[config.mk]
export PLATFORM = sky130hd
export DESIGN_NAME = mem_arbiter_2x1
export DESIGN_NICKNAME = d
export VERILOG_FILES = /design/src/rtl/mem_arbiter_2x1.sv
export SDC_FILE = /design/constraint.sdc
export NUM_CORES = 1
export LEC_CHECK = 0
export CAP_MARGIN = 20
export CORE_AREA = 2 2 90 49
export CTS_CLUSTER_DIAMETER = 40
export CTS_CLUSTER_SIZE = 24
export DETAILED_ROUTE_END_ITERATION = 10
export DIE_AREA = 0 0 92 51
export PLACE_DENSITY = 0.8
export SYNTH_ARGS = -nofsm -noshare
export SYNTH_HDL_FRONTEND = slang
export SYNTH_SLANG_ARGS = --single-unit
[constraint.sdc]
create_clock -name clk -period 1 [get_ports clk]
set_input_delay 0.1 -clock clk [delete_from_list [all_inputs] [get_ports clk]]
set_output_delay 0.1 -clock clk [all_outputs]
set_load 0.005 [all_outputs]
[src/rtl/mem_arbiter_2x1.sv]
// mem_arbiter_2x1
// Shares one zero-latency RAM (12-bit word address, 16-bit data) between two
// bus masters: port 0 (CPU) and port 1 (loader/debug master).
//
// Handshake: a port requests when mX_read | mX_write. A request is accepted
// (one access completes) in any cycle where mX_waitrequest is low. While
// mX_waitrequest is high the master must hold address/data/command stable.
// mX_waitrequest is low whenever the port is not requesting.
//
// Build option (macro ARB_ROUND_ROBIN_EN):
//   defined   - bounded-burst round robin; an owner keeps the bus for at most
//               MAX_BURST consecutive grants while the other port is waiting.
//   undefined - strict fixed priority, port 0 highest; MAX_BURST only sizes
//               the debug counter port, which then reads as zero.
//
// Ports:
//   clk, rst                 clock, synchronous active-high reset
//   m0_* / m1_*              master ports (address, read, write, writedata,
//                            readdata, waitrequest)
//   ram_*                    RAM side (address, read, write, writedata,
//                            readdata)
//   dbg_state                current FSM state (0 IDLE, 1 OWN0, 2 OWN1)
//   dbg_cnt                  current burst counter
module mem_arbiter_2x1 #(
  parameter int MAX_BURST = 4,
  localparam int CW = $clog2(MAX_BURST + 1)
) (
  input  logic          clk,
  input  logic          rst,
  input  logic [11:0]   m0_address,
  input  logic          m0_read,
  input  logic          m0_write,
  input  logic [15:0]   m0_writedata,
  output logic [15:0]   m0_readdata,
  output logic          m0_waitrequest,
  input  logic [11:0]   m1_address,
  input  logic          m1_read,
  input  logic          m1_write,
  input  logic [15:0]   m1_writedata,
  output logic [15:0]   m1_readdata,
  output logic          m1_waitrequest,
  output logic [11:0]   ram_address,
  output logic          ram_read,
  output logic          ram_write,
  output logic [15:0]   ram_writedata,
  input  logic [15:0]   ram_readdata,
  output logic [1:0]    dbg_state,
  output logic [CW-1:0] dbg_cnt
);

  typedef enum logic [1:0] {
    IDLE = 2'd0,
    OWN0 = 2'd1,
    OWN1 = 2'd2
  } state_t;

  state_t state;
  logic   req0, req1;
  logic   grant0, grant1;

  assign req0 = m0_read | m0_write;
  assign req1 = m1_read | m1_write;

`ifdef ARB_ROUND_ROBIN_EN
  localparam logic [CW-1:0] MAX_CNT = CW'(MAX_BURST);

  logic [CW-1:0] cnt;
  logic          last_owner;

  // Grant decision is combinational from registered state and live requests,
  // so a handover costs no idle cycle on the RAM bus.
  always_comb begin
    grant0 = 1'b0;
    grant1 = 1'b0;
    if (!rst) begin
      case (state)
        IDLE: begin
          if (req0 && req1) begin
            // Tie goes to the port that did not own the bus last.
            if (last_owner) grant0 = 1'b1;
            else            grant1 = 1'b1;
          end else begin
            grant0 = req0;
            grant1 = req1;
          end
        end
        OWN0: begin
          if (req0 && ((cnt < MAX_CNT) || !req1)) grant0 = 1'b1;
          else                                    grant1 = req1;
        end
        OWN1: begin
          if (req1 && ((cnt < MAX_CNT) || !req0)) grant1 = 1'b1;
          else                                    grant0 = req0;
        end
        default: begin
          grant0 = 1'b0;
          grant1 = 1'b0;
        end
      endcase
    end
  end

  always_ff @(posedge clk) begin
    if (rst) begin
      state      <= IDLE;
      cnt        <= '0;
      last_owner <= 1'b1;
    end else if (grant0) begin
      if (state == OWN0) begin
        // Saturate rather than wrap: a lone owner may stream indefinitely.
        if (cnt != MAX_CNT) cnt <= cnt + CW'(1);
      end else begin
        cnt <= CW'(1);
        if (state == OWN1) last_owner <= 1'b1;
      end
      state <= OWN0;
    end else if (grant1) begin
      if (state == OWN1) begin
        if (cnt != MAX_CNT) cnt <= cnt + CW'(1);
      end else begin
        cnt <= CW'(1);
        if (state == OWN0) last_owner <= 1'b0;
      end
      state <= OWN1;
    end else begin
      if (state == OWN0)      last_owner <= 1'b0;
      else if (state == OWN1) last_owner <= 1'b1;
      state <= IDLE;
      cnt   <= '0;
    end
  end

  assign dbg_cnt = cnt;
`else
  // Fixed priority: port 0 wins every cycle it requests.
  always_comb begin
    grant0 = 1'b0;
    grant1 = 1'b0;
    if (!rst) begin
      grant0 = req0;
      grant1 = req1 & ~req0;
    end
  end

  // State is kept only so the current owner is observable.
  always_ff @(posedge clk) begin
    if (rst)         state <= IDLE;
    else if (grant0) state <= OWN0;
    else if (grant1) state <= OWN1;
    else             state <= IDLE;
  end

  assign dbg_cnt = '0;
`endif

  // RAM-side mux; everything idles at zero when nobody is granted.
  always_comb begin
    ram_address   = '0;
    ram_read      = 1'b0;
    ram_write     = 1'b0;
    ram_writedata = '0;
    if (grant0) begin
      ram_address   = m0_address;
      ram_read      = m0_read;
      ram_write     = m0_write;
      ram_writedata = m0_writedata;
    end else if (grant1) begin
      ram_address   = m1_address;
      ram_read      = m1_read;
      ram_write     = m1_write;
      ram_writedata = m1_writedata;
    end
  end

  assign m0_readdata    = ram_readdata;
  assign m1_readdata    = ram_readdata;
  assign m0_waitrequest = req0 & ~grant0;
  assign m1_waitrequest = req1 & ~grant1;
  assign dbg_state      = state;

endmodule

==> summary.md <==
| Metric | Value |
|---|---|
| Cells after synthesis | 87 |
| Max Freq | 880 MHz |
| Post-layout nets | 250 |
| CTS Root Cell | clkbuf_8 |
| Max-slew violations | 0 |
| GRT overflow | 0 |
| First-pass GRT wire length | 5170 um |
| CP required | 900 ps |
| Lkg Pwr | 0.754 nW |
| Post-route DRC violation count | 0 |
| Via density per instance | 4.37 |
| Fraction of layout cells with a size suffix above 1 | 39.4% |
| Worst Setup Slack, final | -136 ps |
| Most numerous cell in the Yosys netlist | buf_4 |
| Vias in the first global route | 985 |
| Num CTS Buffers | 3 |
| Yosys warning total | 0 |
| Pre-antenna DRT Iters | 4 |
| Routed len/inst | 15.0 um |
| Main synth FF type | dfxtp_1 |
| CP arrival | 1040 ps |
| Finished Cell Area | 1680 sq um |
| Placeable Area | 4040 sq um |
| Die area | 4690 sq um |
| CP cell instances | buf_6, or2_4, buf_16, a32o_1, buf_2 |
| Post-route ant nets | 0 |
| Crit path largest cell delay | 320 ps |
| Synth top area share | 39.5% |
| Post-Syn Area | 709 sq um |
| TritonCTS clock tree | yes |
| Initial Util | 17.6% |
| Crit end category | primary output |
| Total track usage | 14.0% |
| Cell taking the most area after synthesis | a32o_1 |
| Cts hold-fix bufs | 0 |
| Met3 Use GR | 4.72% |
| Number of synthesized register bits | 2 |
| Max Cap Viol | 0 |
| Final wirelength | 3410 um |
| Synth top area cells | a32o_1 (40%), buf_4 (37%), buf_2 (5.6%) |
| Via count | 991 |
| Die height | 51 um |
| Pin count of the biggest net entering global routing | 17 |
| Hold crit path type | input port to primary output |
| H-tree levels | 1 |
| Antenna cell count | 0 |
| Crit path time final | 1140 ps |
| Slowest CP cell | or2_4 |
| Async SR Flop Fraction | 0% |
| Detail Placement HPWL | 2270 um |
| # IOs | 147 |
| Sequential fraction of the synthesis area | 5.64% |
| Number of flip-flops in the largest register | 2 |
| P&R area growth vs syn | 137% |
| Failing checks | negative setup slack |
| RSZ-0062 raised after global routing | true |
| Worst vdd ir | 0.000271 V |
| Clk buf depth | 2 |
| Clock sink total | 2 |
| Initial DRC count | 18 |
| Routability cong. | 0.701 |
| Pwr per Cell Area | 635 nW/um^2 |
| Most crowded layer after global routing | met2 |
| Post-synth EDFFs | 0 |
| Status | finished with violations |
| Cell Area, Placed | 1530 sq um |
| Setup violators final | 29 |
| Critical path class | input port to primary output |
| Final Power | 0.00107 W |
| Startpoint types | input port |
| Rows | 17 |
| Crit share post-route | 114% |
| Distinct cell type count after synthesis | 15 |
| Hold Fails Final Rpt | 0 |
| Crit Path Max Fanout | 7 |
| Die width | 92 um |
| Initial antenna violation count | 0 |
| Met1 usage | 17.6% |
| Synth Area per Inst | 8.15 sq um |
| Commonest cells in the netlist | buf_4 (35), a32o_1 (28), buf_2 (8) |
| Count of port buffers added during placement | 95 |
| GR met2 Demand/Resource | 23.3% |
==> logic make-up after synthesis <==
kind of cell           count (synthesis)  share of synthesized area (%)
AND/OR/NAND/NOR                        6                           5.12
other                                  1                          0.529
buffers and inverters                 46                           45.3
AO/OA/AOI/OAI                         32                           43.4
flip-flops                             2                           5.64
==> critical path, delay by kind of cell <==
family	cells	cell delay, ps
compound gates	1	230
buf+inv	3	380
simple gates	1	320
==> per-stage QoR <==
stage / cells / TNS [ps] / hold WS [ps] / setup WS [ps] / utilization (%)
final: 227 / -3130 / 200 / -136 / 41.6
after global routing: 227 / -3970 / 200 / -167 / 41.6
after CTS: 225 / -3230 / 200 / -146 / 40.9
after detailed placement: 205 / -26170 / 200 / -857 / 37.8
after global placement: 205 / -25770 / 200 / -843 / 37.8
after floorplan: 89 / 0 / 228 / 80.0 / -
==> final cells by class <==
| class | instances | area, sq um |
|---|---|---|
| Sequential cell | 2 | 40.0 |
| Fill cell | 416 | 2360 |
| Multi-Input combinational cell | 41 | 375 |
| Timing Repair Buffer | 122 | 1140 |
| Tap cell | 57 | 71.3 |
| Clock buffer | 3 | 41.3 |
| Inverter | 2 | 7.51 |
==> path summary, 6_finish.rpt <==
| kind | from | end | slack [ps] | depth (start not counted) |
|---|---|---|---|---|
| min | ram_readdata[12] | m0_readdata[12] | 200 | 0 |
| max | m1_write | ram_writedata[13] | -140 | 5 |
==> placed cells by master, fill, tap and decap left out <==
cell / n
nor3_4: 1
a32o_1: 28
dfxtp_1: 2
inv_1: 2
clkdlybuf4s15_1: 1
buf_4: 12
buf_6: 13
conb_1: 3
o21ba_4: 1
nand2b_1: 2
a21oi_1: 2
and2_1: 1
buf_2: 29
buf_12: 3
clkbuf_8: 3
nor2b_1: 1
or2_4: 1
dlygate4sd2_1: 4
clkdlybuf4s50_1: 56
buf_16: 3
o21a_1: 1
buf_8: 1
==> what timing repair did <==
item,CTS,global route
gates resized for setup,163,4
setup buffers,13,2
gates cloned,5,0
endpoints found under the setup margin,35,30
pin swaps,30,1
==> power breakdown <==
part	internal [W]	leakage, nW	switching (W)	total [W]
clock network	0.000254	0.0216	0.0000638	0.000318
logic	0.000456	0.716	0.000206	0.000663
registers	0.0000847	0.0166	0.000000942	0.0000856
==> layer usage <==
metal,share of wire (%),up-vias
met3,8.4,0
met1,44,473
met4,0,0
met5,0,-
met2,48,46
li1,-,472
(Power assumes the default switching activity.)
